===== src/rtl/mips_pkg.sv =====
// Shared encodings for the multicycle MIPS control path: FSM states, opcodes,
// datapath select codes and the packed control word driven by the decoder.
package mips_pkg;

    typedef enum logic [3:0] {
        S_FETCH   = 4'd0,
        S_DECODE  = 4'd1,
        S_MEMADR  = 4'd2,
        S_MEMRD   = 4'd3,
        S_MEMWB   = 4'd4,
        S_MEMWR   = 4'd5,
        S_EXECUTE = 4'd6,
        S_ALUWB   = 4'd7,
        S_BRANCH  = 4'd8,
        S_ADDIEX  = 4'd9,
        S_ADDIWB  = 4'd10,
        S_JUMP    = 4'd11
    } state_t;

    localparam logic [5:0] OP_LW   = 6'b100011;
    localparam logic [5:0] OP_SW   = 6'b101011;
    localparam logic [5:0] OP_RTYPE = 6'b000000;
    localparam logic [5:0] OP_BEQ  = 6'b000100;
    localparam logic [5:0] OP_ADDI = 6'b001000;
    localparam logic [5:0] OP_J    = 6'b000010;

    localparam logic [1:0] ALUOP_ADD   = 2'b00;
    localparam logic [1:0] ALUOP_SUB   = 2'b01;
    localparam logic [1:0] ALUOP_FUNCT = 2'b10;

    localparam logic [1:0] SRCB_REG   = 2'b00;
    localparam logic [1:0] SRCB_FOUR  = 2'b01;
    localparam logic [1:0] SRCB_IMM   = 2'b10;
    localparam logic [1:0] SRCB_IMMSH = 2'b11;

    localparam logic [1:0] PCSRC_ALU    = 2'b00;
    localparam logic [1:0] PCSRC_ALUOUT = 2'b01;
    localparam logic [1:0] PCSRC_JUMP   = 2'b10;

    typedef struct packed {
        logic       pc_write;
        logic       branch;
        logic       iord;
        logic       mem_write;
        logic       ir_write;
        logic       reg_dst;
        logic       mem_to_reg;
        logic       reg_write;
        logic       alu_src_a;
        logic [1:0] alu_src_b;
        logic [1:0] pc_src;
        logic [1:0] alu_op;
    } ctrl_t;

endpackage


===== src/rtl/control_output_decode.sv =====
// Combinational state -> control word decoder (Moore outputs of the main FSM).
// Unused state encodings decode to an all-zero word.
module control_output_decode
    import mips_pkg::*;
(
    input  logic [3:0] state_i,
    output ctrl_t      ctrl_o
);

    always_comb begin
        ctrl_o = '0;
        case (state_i)
            S_FETCH: begin
                ctrl_o.ir_write  = 1'b1;
                ctrl_o.pc_write  = 1'b1;
                ctrl_o.alu_src_b = SRCB_FOUR;
                ctrl_o.alu_op    = ALUOP_ADD;
                ctrl_o.pc_src    = PCSRC_ALU;
            end
            // Branch target is precomputed here while the opcode is decoded.
            S_DECODE: begin
                ctrl_o.alu_src_b = SRCB_IMMSH;
                ctrl_o.alu_op    = ALUOP_ADD;
            end
            S_MEMADR, S_ADDIEX: begin
                ctrl_o.alu_src_a = 1'b1;
                ctrl_o.alu_src_b = SRCB_IMM;
                ctrl_o.alu_op    = ALUOP_ADD;
            end
            S_MEMRD: ctrl_o.iord = 1'b1;
            S_MEMWB: begin
                ctrl_o.reg_write  = 1'b1;
                ctrl_o.mem_to_reg = 1'b1;
            end
            S_MEMWR: begin
                ctrl_o.iord      = 1'b1;
                ctrl_o.mem_write = 1'b1;
            end
            S_EXECUTE: begin
                ctrl_o.alu_src_a = 1'b1;
                ctrl_o.alu_src_b = SRCB_REG;
                ctrl_o.alu_op    = ALUOP_FUNCT;
            end
            S_ALUWB: begin
                ctrl_o.reg_write = 1'b1;
                ctrl_o.reg_dst   = 1'b1;
            end
            S_BRANCH: begin
                ctrl_o.alu_src_a = 1'b1;
                ctrl_o.alu_src_b = SRCB_REG;
                ctrl_o.alu_op    = ALUOP_SUB;
                ctrl_o.branch    = 1'b1;
                ctrl_o.pc_src    = PCSRC_ALUOUT;
            end
            S_ADDIWB: ctrl_o.reg_write = 1'b1;
            S_JUMP: begin
                ctrl_o.pc_write = 1'b1;
                ctrl_o.pc_src   = PCSRC_JUMP;
            end
            default: ctrl_o = '0;
        endcase
    end

endmodule


===== src/rtl/control_unit.sv =====
// Main control FSM of the multicycle MIPS: state register plus next-state logic;
// all datapath controls come from the registered state through the decoder.
module control_unit
    import mips_pkg::*;
(
    input  logic       clk,
    input  logic       reset,
    input  logic [5:0] op,
    output logic       PCWrite,
    output logic       Branch,
    output logic       IorD,
    output logic       MemWrite,
    output logic       IRWrite,
    output logic       RegDst,
    output logic       MemtoReg,
    output logic       RegWrite,
    output logic       ALUSrcA,
    output logic [1:0] ALUSrcB,
    output logic [1:0] PCSrc,
    output logic [1:0] ALUOp,
    output logic [3:0] state
);

    logic [3:0] state_q;
    logic [3:0] state_d;
    ctrl_t      ctrl;

    always_ff @(posedge clk) begin
        if (reset) state_q <= S_FETCH;
        else       state_q <= state_d;
    end

    always_comb begin
        state_d = S_FETCH;
        case (state_q)
            S_FETCH: state_d = S_DECODE;
            S_DECODE: begin
                case (op)
                    OP_LW, OP_SW: state_d = S_MEMADR;
                    OP_RTYPE:     state_d = S_EXECUTE;
                    OP_BEQ:       state_d = S_BRANCH;
                    OP_ADDI:      state_d = S_ADDIEX;
                    OP_J:         state_d = S_JUMP;
                    default:      state_d = S_FETCH;
                endcase
            end
            // Only lw and sw reach MEMADR; anything other than lw is a store.
            S_MEMADR:  state_d = (op == OP_LW) ? S_MEMRD : S_MEMWR;
            S_MEMRD:   state_d = S_MEMWB;
            S_EXECUTE: state_d = S_ALUWB;
            S_ADDIEX:  state_d = S_ADDIWB;
            default:   state_d = S_FETCH;
        endcase
    end

    control_output_decode u_decode (
        .state_i (state_q),
        .ctrl_o  (ctrl)
    );

    assign PCWrite  = ctrl.pc_write;
    assign Branch   = ctrl.branch;
    assign IorD     = ctrl.iord;
    assign MemWrite = ctrl.mem_write;
    assign IRWrite  = ctrl.ir_write;
    assign RegDst   = ctrl.reg_dst;
    assign MemtoReg = ctrl.mem_to_reg;
    assign RegWrite = ctrl.reg_write;
    assign ALUSrcA  = ctrl.alu_src_a;
    assign ALUSrcB  = ctrl.alu_src_b;
    assign PCSrc    = ctrl.pc_src;
    assign ALUOp    = ctrl.alu_op;
    assign state    = state_q;

endmodule


===== config.mk =====
export PLATFORM = sky130hd
export DESIGN_NAME = control_unit
export DESIGN_NICKNAME = d
export VERILOG_FILES = /design/src/rtl/mips_pkg.sv /design/src/rtl/control_output_decode.sv /design/src/rtl/control_unit.sv
export SDC_FILE = /design/constraint.sdc
export NUM_CORES = 1
export LEC_CHECK = 0
export BUFFER_PORTS_ARGS = -buffer_cell sky130_fd_sc_hd__buf_4
export CAP_MARGIN = 20
export CORE_MARGIN = 2
export CORE_UTILIZATION = 32
export CTS_CLUSTER_DIAMETER = 50
export CTS_CLUSTER_SIZE = 16
export DETAILED_ROUTE_END_ITERATION = 8
export GPL_TIMING_DRIVEN = 0
export PLACE_DENSITY = 0.71
export SKIP_CTS_REPAIR_TIMING = 1
export SLEW_MARGIN = 5
export SYNTH_ARGS = -nofsm -noshare
export SYNTH_HDL_FRONTEND = slang
export SYNTH_SLANG_ARGS = --single-unit

===== constraint.sdc =====
create_clock -name clk -period 1.5 [get_ports clk]
set_input_delay 0.15 -clock clk [delete_from_list [all_inputs] [get_ports clk]]
set_output_delay 0.15 -clock clk [all_outputs]
set_load 0.03 [all_outputs]

---- Word-level counts from Yosys, hierarchy flattened ----
Cells that the tools add are included.
word-level totals
  output and inout bits ................... 19
  input port bits ......................... 8
  word-level logic and storage cells ...... 40
  register bits ........................... 4
operators by class
  muxes and demuxes ....................... 15
  reductions and logical operators ........ 8
  equal/unequal tests ..................... 16
operator list
  cell                                                                    count
  4-bit case mux with 6 select lines                                      1
  4-bit case mux with 5 select lines                                      1
  4-bit by 3-bit equality test with 1-bit output (second input constant)  4
  4-bit equality test (second input constant)                             4
  6-bit equality test (second input constant)                             2
  1-bit two-way mux                                                       9
  4-bit by 2-bit equality test with 1-bit output (second input constant)  2
  2-bit case mux with 2 select lines                                      2
  2-bit OR reduction                                                      4
  6-bit by 2-bit equality test with 1-bit output (second input constant)  1
  6-bit by 3-bit equality test with 1-bit output (second input constant)  1
  6-bit by 4-bit equality test with 1-bit output (second input constant)  1
  6-bit logical NOT                                                       1
  2-bit case mux with 3 select lines                                      1
  4-bit by 1-bit equality test with 1-bit output (second input constant)  1
  4-bit logical NOT                                                       1
  4-bit OR reduction                                                      1
  3-bit two-way mux                                                       1
  3-bit OR reduction                                                      1

---- Logic depth before layout (Yosys ltp) ----
Gate-level depths: netlist of run 1.
  depth in word-level cells ............... 4
  depth in mapped cells ................... 5

---- Hierarchy ----
From an unflattened synthesis of run 1, not the netlist that was laid out.
second synthesis, totals
  cell total of the unflattened synthesis .. 61
  area, all modules ....................... 464.2 um2
modules (own cells, without submodules)
  module                 cells each  sequential area each (um2)  times used  area an instance (um2)
  control_unit           34          80.1                        1           291.5
  control_output_decode  27          0.0                         1           172.7

---- Worst setup path after synthesis of run 1 ----
OpenSTA, ideal clock, no wires.
  kind .................................... flip-flop to output port
  from .................................... register state_q[2], in the netlist state[2]
  to ...................................... output port RegWrite
  slack ................................... -571 ps
  cell stages (with the launch flop) ...... 5
  path buffers ............................ 1
  arrival ................................. 1,921 ps
  required time ........................... 1,350 ps
  cell sequence ........................... dfxtp_1 > buf_2 > nand2b_1 > nor3_1 > a21o_1
on the way
  cells in the longest elaborated chain, start to end .. 3
  elaborated cells between the ends (all ways) .. 5
RTL lines
  element                                                                                       line                         text
  start: declaration                                                                            control_unit.sv:24           logic [3:0] state_q;
  start signal: assignment                                                                      control_unit.sv:30           else state_q <= state_d;
  4-bit by 3-bit equality test with 1-bit output / 4-bit equality test (equally long branches)  control_output_decode.sv:12  case (state_i)
  3-bit OR reduction (no source line) (*)                                                       n/a
  1-bit two-way mux (*)                                                                         control_output_decode.sv:12
  end: declaration                                                                              control_unit.sv:16           output logic RegWrite,
Every way passes the cells marked *; elsewhere a longest branch is shown, timed or not.

---- Final worst setup path of run 1 ----
  from .................................... register state_q[3], in the netlist state[3]
  to ...................................... output port PCWrite
on the way
  cells in the longest elaborated chain, start to end .. 3
  elaborated cells between the ends (all ways) .. 4
RTL lines
  element                                                          line                         text
  4-bit equality test / 4-bit logical NOT (equally long branches)  control_output_decode.sv:12
  2-bit OR reduction (no source line) (*)                          n/a
  1-bit two-way mux (*)                                            control_output_decode.sv:12
  end: declaration                                                 control_unit.sv:9            output logic PCWrite,
Marks and branches as above.

==> results of run 1 <==
-- layout by cell type, fill, tap and decap left out, types with 2 or more instances in the layout --
cell type	count
a21o_1	3
a21oi_2	2
a31oi_1	2
buf_4	30
buf_6	4
buf_8	2
clkbuf_4	3
dfxtp_2	2
dfxtp_4	2
nand2_1	2
nand2b_1	2
nand2b_4	2
nand3_1	4
nand4_1	2
nor2_1	7
nor2b_1	2
nor3_2	2
nor3_4	2
o21ai_1	2
xor2_1	2
-- where the power goes --
group	internal [mW]	leakage, nW	switching [mW]
Clock	0.0898	0.0138	0.0484
Combinational	0.0668	0.327	0.0786
Sequential	0.109	0.0349	0.00774
-- per-stage QoR --
| step | setup WS [ns] | hold slack (ns) |
|---|---|---|
| after global routing | -0.0394 | 0.102 |
| after global placement | 0.136 | 0.352 |
| after floorplan | -0.176 | 0.219 |
| after detailed placement | 0.135 | 0.353 |
| after CTS | -0.132 | 0.100 |
| final | 0.00988 | 0.105 |
-- kinds of logic (layout without fill, tap and decap cells) --
family          after synthesis  in the layout  share of synthesized area
mux                           1              1                     0.0217
xor+xnor                      3              3                     0.0569
compound gates               14             14                      0.211
flops                         4              4                      0.173
simple gates                 35             35                      0.463
buf+inv                       6             40                     0.0731
-- worst reg2reg max path, stage by stage, from the launching register on --
cell and delay [ns]:
dfxtp_2 0.33, buf_8 0.13, buf_4 0.13, nor2_1 0.19, a41oi_1 0.15, a21oi_1 0.16
-- layout make-up --
class	instances	area [um2]
fillers	123	470
plain buffers	5	63.8
clock buffers	3	22.5
inverters	1	3.75
multi-input cells	53	412
well taps	15	18.8
flip-flops and latches	4	90.1
repair buffers	31	236
-- per-layer routing --
layer	global-route usage	up-vias
met3	0.0517	0
li1	-	302
met5	0	-
met4	0.0387	0
met1	0.207	268
met2	0.284	24
-- worst max-delay path by stage --
stage | depth (start not counted) | to | from
2_1_floorplan | 4 | RegWrite | state[2]
3_3_place_gp | 5 | RegWrite | state[3]
3_5_place_dp | 5 | RegWrite | state[3]
4_1_cts | 5 | RegWrite | state[3]
5_1_grt | 4 | PCWrite | state[3]
6_report | 4 | PCWrite | state[3]
==> flow_summary.ini, run 1 <==
[run_status]
outcome = finished clean

[drt]
drc = 0
dr.pass1.iters = 4
ant_nets = 0
drt_wl_total_um = 1530
wl_met1_um = 621
wire_per_inst_um = 13.7
vias = 594
met2_wirelength_um = 808
top_layer_used = met3
met3_length_um = 102
drt_iter0_markers = 10
via_per_inst = 5.30

[yosys]
synth-main-ff-cell = dfxtp_1
synthTopCellsByArea = dfxtp_1 17%, nor2_1 6.5%, nand2b_1 5.4%
yosys-top-cells-count = 8 x nor2_1, 4 x dfxtp_1, 4 x nand2b_1, 4 x nand3_1, 4 x nor3_1
yosysSeqAreaShare = 0.173
synth.distinct_cells = 31
synthCells = 63
syn_nets = 71
yosysWarnings = 0
yosys.area.top_type = dfxtp_1
synth.most_common_cell = nor2_1
postSynthAreaPerCell_um2 = 7.33
synth.ff_latch_count = 4
netlist_area_um2 = 462
synthArstFlopShare = 0
synth-edff-count = 0
synth_top_area_share = 0.173

[global_routing]
grt_use_total = 0.168
antenna_found_initial = 0
grt_pass1_wl_um = 2330
grt_pass1_vias = 512
grt_start_max_net_pins = 11
grt_overflow_total = 0

[worst_setup_path]
start_kind = flip-flop
cpMaxStageDelayCell = dfxtp_2
cp_cell_sequence = buf_8, or3_4, a21oi_2, buf_6
crit_buf_inv = 2
worstReg2RegEnd = state[1]
rrSetupSlack_ns = 0.31
crit_family = flip-flops
cp.arrival_ns = 1.34
slowest_delay_ns = 0.33
cp-end-kind = output pin
r2r-start = state[3]
cp_max_fo = 8
r2r_cells = 5
critical_path_class = flip-flop to output pin
required_ns = 1.35

[placement]
port_buffers = 26
dp_hpwl_um = 1060
place_area_um2 = 724
place_congestion = 0.780
placed_cells = 104

[sta]
timing.fmax_mhz = 671
finClkSkew_ns = 0.00828
maxSlewViolCount = 0
setup_viol_count_final = 0
tightest_slew_ns = 0.290
final.min_clock_period_ns = 1.49
tns_ns = 0
slew_headroom = 0.806
hold_viol_final = 0
finalCritPeriodShare = 0.993

[cts]
cts_buffer_depth = 2
cts_tree = yes
clk_latency_ns = 0.24
cts_sinks = 4
cts-root-buf = clkbuf_4
clkTransAtPathRegs_ns = 0.04
htreeDepth = 1
numCtsBuffers = 3

[finish]
nets = 107
antenna_cells = 0
utilization = 0.643
fin_cells = 112
final_area_um2 = 847
area_growth_pct = 83.5
drive_above_1_share = 0.608
largest_reg_flops = 4

[floorplanning]
num_rows = 13
initial_core_util = 0.350
die_area_um2 = 1760
pin_count = 27
die_width_um = 42.0
die_y_um = 42.0
coreArea_um2 = 1320

[run]
drv_cap = 0

[min_path]
min_path_cells = 2
hold_start = reset
hold_path_end = state[3]
hold_class = primary input to flip-flop

[pwr]
p_per_area_nw_per_um2 = 472
ir_drop_mv = 0.440
leakage_nw = 0.376
finalPower_mw = 0.400
Note: power is estimated with default switching activity, not from simulation.
==> run 2: changes to the inputs <==
CORE_MARGIN = 4   (was 2)
SETUP_SLACK_MARGIN = 0.15   (was not set)
==> run 2 against run 1 <==
Sequential power hardly changed. Clock skew is 0.0075 ns lower. Worst hold slack worse by 0.0035 ns. Routed wire length is 10% higher. Combinational power is 21% higher. Final area is 21% higher. Clock power is 11% higher. Register-to-register slack worse by 0.04 ns. Worst setup slack better by 0.0056 ns. Cell count is 8.0% higher. Critical path depth stayed put. Critical path type unchanged. Largest cell class unchanged. Highest routed layer unchanged.
==> flow_summary.ini, run 2 (synthesized netlist as in run 1, its figures left out) <==
[cts]
cts_buffer_depth = 2
cts-root-buf = clkbuf_4
htreeDepth = 1
clkTransAtPathRegs_ns = 0.04
clk_latency_ns = 0.24
cts_sinks = 4
numCtsBuffers = 3
cts_tree = yes

[pwr]
p_per_area_nw_per_um2 = 431
leakage_nw = 0.428
p_sw_frac = 0.331
ir_drop_mv = 0.550
p_clk_frac = 0.346
combPwrFrac = 0.397
p_switching_mw = 0.146
internal_power_mw = 0.295
p_seq_frac = 0.257

[sta]
maxSlewViolCount = 0
finalCritPeriodShare = 0.990
final.min_clock_period_ns = 1.48
timing.fmax_mhz = 674
slew_headroom = 0.805
tightest_slew_ns = 0.291
finClkSkew_ns = 0.000786
setup_viol_count_final = 0
grt_setup_unrepaired = yes
hold_viol_final = 0

[worst_setup_path]
required_ns = 1.35
startpoint = state[3]
critical_path_class = flip-flop to output pin
cp_max_fo = 6
cp-end-kind = output pin
start_kind = flip-flop
r2r-start = state[3]
cp.arrival_ns = 1.33

[finish]
antenna_cells = 0
fin_cells = 121
final_cell_mix = 26 x buf_4, 14 x buf_6, 5 x nor2_1
fill_cells = 89
drive_above_1_share = 0.670
area_growth_pct = 122
nets = 115
final_area_um2 = 1020
largest_reg_flops = 4
final_common_cell = buf_4

[drt]
drt_wl_total_um = 1690
wire_per_inst_um = 14.0
drt_iter0_markers = 5
via_per_inst = 5.24
dr.pass1.iters = 4
vias = 634
ant_nets = 0
drc = 0

[floorplanning]
pin_count = 27
die_width_um = 46.0
coreArea_um2 = 1330
die_y_um = 46.0
initial_core_util = 0.346
die_area_um2 = 2110
num_rows = 13

[global_routing]
grt_pass1_vias = 506
antenna_found_initial = 0
grt_overflow_total = 0
grt_use_total = 0.146
grt_start_max_net_pins = 11
grt_pass1_wl_um = 2210

[min_path]
hold_start = reset
hold_class = primary input to flip-flop

[placement]
place_congestion = 0.802
port_buffers = 26
placed_cells = 104
place_area_um2 = 774

[run]
drv_cap = 0

[run_status]
outcome = finished clean
==> run 2: changes by cell type in the layout (fill, tap and decap cells not counted), moves of 2 or more <==
cell,before,now
buf_6,4,14
buf_4,30,26
nor2_1,7,5
buf_12,0,2
==> run 2: power by group through the flow <==
stage	clock network, mW	logic [mW]	registers (mW)
after global placement	0	0.135	0.117
final	0.153	0.175	0.114
after CTS	0.158	0.138	0.115
after global routing	0.167	0.186	0.114
after detailed placement	0	0.137	0.117
after floorplan	0	0.0798	0.122
==> run 2: critical path, stage by stage (launching register included) <==
cell and delay, ns:
dfxtp_4 0.36, buf_8 0.13, or3_4 0.33, a21oi_2 0.14, buf_6 0.14
==> run 2: final cells by class <==
class	count	area [um2]	share of cell area
plain buffers	5	81.3	0.0794
clock buffers	4	26.3	0.0256
inverters	1	3.75	0.00366
multi-input cells	53	460	0.449
flip-flops and latches	4	92.6	0.0904
well taps	15	18.8	0.0183
repair buffers	39	342	0.333
==> run 2: per-layer routing <==
layer  vias up  global-route usage  wire length [um]
met2        20               0.242               889
met3         0              0.0593                94
met4         0              0.0455                 0
met5         -                   0                 0
met1       294               0.171               704
li1        320                   -                 -
==> run 2: through the flow <==
step / setup TNS, ns / utilization / power (mW) / setup slack (ns) / hold slack [ns]
6_report: 0 / 0.768 / 0.441 / 0.0155 / 0.102
3_3_place_gp: 0 / 0.581 / 0.252 / 0.199 / 0.351
2_1_floorplan: 0 / - / 0.202 / 0.0515 / 0.217
3_5_place_dp: 0 / 0.581 / 0.255 / 0.195 / 0.356
5_1_grt: -0.0543 / 0.768 / 0.467 / -0.0312 / 0.100
4_1_cts: -0.157 / 0.600 / 0.411 / -0.0645 / 0.0984
==> run 2: path summary, 6_finish.rpt <==
check,endpoint,slack (ns),cells after the start
worst max-delay path,PCWrite,0.02,4
worst max register to register,state[1],0.27,6
worst min-delay path,state[0],0.10,2
worst min register to register,state[0],0.63,2
==> run 3: changes to the inputs <==
GPL_TIMING_DRIVEN = not set   (was 0)
RECOVER_POWER = 25   (was not set)
clock period = 1.9 ns   (was 1.5 ns; I/O delays follow)
==> run 3 against run 2 <==
Critical path depth did not move. Clock power shrank 31%. Sequential share of layout area grew 2.3 points. Critical endpoint is now ALUSrcB[1].
==> flow_summary.ini, run 3 (synthesized netlist as in run 1, its figures left out) <==
[pwr]
p_per_area_nw_per_um2 = 415
ir_drop_mv = 0.160
p_clk_frac = 0.355
combPwrFrac = 0.316
p_switching_mw = 0.0957
internal_power_mw = 0.201
leakage_nw = 0.326
p_seq_frac = 0.329
p_sw_frac = 0.323

[floorplanning]
num_rows = 13
initial_core_util = 0.346
die_width_um = 46.0
coreArea_um2 = 1330
die_area_um2 = 2110
die_y_um = 46.0
pin_count = 27

[worst_setup_path]
slowest_delay_ns = 0.60
crit_end = ALUSrcB[1]
cpMaxStageDelayCell = dfxtp_1
startpoint = state[1]
cp-end-kind = output pin
cp_max_fo = 14
worstReg2RegEnd = state[1]
start_kind = flip-flop
required_ns = 1.71
r2r_cells = 4
critical_path_class = flip-flop to output pin
r2r-start = state[1]
rrSetupSlack_ns = 0.57
cp_cell_sequence = and2b_1, nand2b_1, a21oi_1, buf_4
cp.arrival_ns = 1.50

[sta]
tightest_slew_ns = 0.467
timing.fmax_mhz = 592
slew_headroom = 0.688
finClkSkew_ns = 0.00239
setup_viol_count_final = 0
final.min_clock_period_ns = 1.69
finalCritPeriodShare = 0.888
grt_setup_unrepaired = no
maxSlewViolCount = 0
tns_ns = 0
hold_viol_final = 0

[cts]
cts_buffer_depth = 2
clkTransAtPathRegs_ns = 0.04
numCtsBuffers = 3
cts-root-buf = clkbuf_4
cts_tree = yes
clk_latency_ns = 0.23
htreeDepth = 1
cts_sinks = 4

[finish]
final_area_um2 = 714
nets = 102
area_growth_pct = 54.7
largest_reg_flops = 4
final_common_cell = buf_4
utilization = 0.536
seq_area_um2 = 81.3
fill_cells = 138
final_cell_mix = 29 x buf_4, 8 x nor2_1, 4 x nand2b_1, 4 x nand3_1
multi_input_area_um2 = 363
antenna_cells = 0
drive_above_1_share = 0.424

[drt]
via_per_inst = 5.30
drc = 0
drt_wl_total_um = 1270
wire_per_inst_um = 11.9
vias = 567
drt_iter0_markers = 5
ant_nets = 0
dr.pass1.iters = 4

[global_routing]
grt_pass1_vias = 507
grt_start_max_net_pins = 15
grt_overflow_total = 0
grt_pass1_wl_um = 2100
grt_use_total = 0.133
antenna_found_initial = 0

[placement]
place_congestion = 0.748
place_area_um2 = 704
dp_hpwl_um = 1040
port_buffers = 26

[min_path]
hold_class = primary input to flip-flop
min_path_cells = 2

[run]
drv_cap = 0

[run_status]
outcome = finished clean
## run 3: cell types whose count changed in the layout (fill, tap and decap cells not counted), moves of 3 or more
cell and delta:
buf_6 -14, buf_4 +3, dfxtp_1 +3, dfxtp_4 -3, nor2_1 +3
## run 3: stage by stage
stage / power [mW] / std cells / hold WS [ns] / setup slack [ns]
CTS: 0.301 / 107 / 0.157 / 0.145
finish: 0.296 / 107 / 0.150 / 0.212
global route: 0.314 / 107 / 0.151 / 0.108
global placement: 0.192 / 104 / 0.402 / 0.434
floorplan: 0.153 / 63 / 0.264 / 0.0712
detailed placement: 0.194 / 104 / 0.399 / 0.404
## run 3: worst max-delay path, delay by kind of cell, from the launching register on
family | cells | cell delay (ns)
DFF | 1 | 0.60
and+or+nand+nor | 2 | 0.32
buffers and inverters | 1 | 0.18
AOI/OAI and AO/OA | 1 | 0.16
## run 3: layout make-up
| cell class | count | share of cell area |
|---|---|---|
| well taps | 15 | 0.0263 |
| repair buffers | 31 | 0.315 |
| flip-flops and latches | 4 | 0.114 |
| inverters | 1 | 0.00525 |
| clock buffers | 3 | 0.0315 |
| multi-input cells | 53 | 0.508 |
## run 3: worst min path at each step
stage	startpoint	endpoint	slack, ns
global placement	reset	state[0]	0.40
floorplan	reset	state[0]	0.26
finish	reset	state[0]	0.15
CTS	reset	state[0]	0.16
detailed placement	reset	state[3]	0.40
global route	reset	state[0]	0.15
## run 3: metal layers
layer / global-route usage / vias up / routed length, um
met5: 0 / - / 0
met4: 0.0511 / 0 / 8
met3: 0.0237 / 2 / 127
met2: 0.228 / 29 / 582
met1: 0.161 / 246 / 550
li1: - / 290 / -
## run 3: power groups by stage
stage / sequential [mW] / clock [mW] / combinational (mW)
after floorplan: 0.0968 / 0 / 0.0561
after global placement: 0.0981 / 0 / 0.0944
after detailed placement: 0.0986 / 0 / 0.0959
after CTS: 0.0973 / 0.108 / 0.0960
after global routing: 0.0988 / 0.114 / 0.102
final: 0.0976 / 0.105 / 0.0936
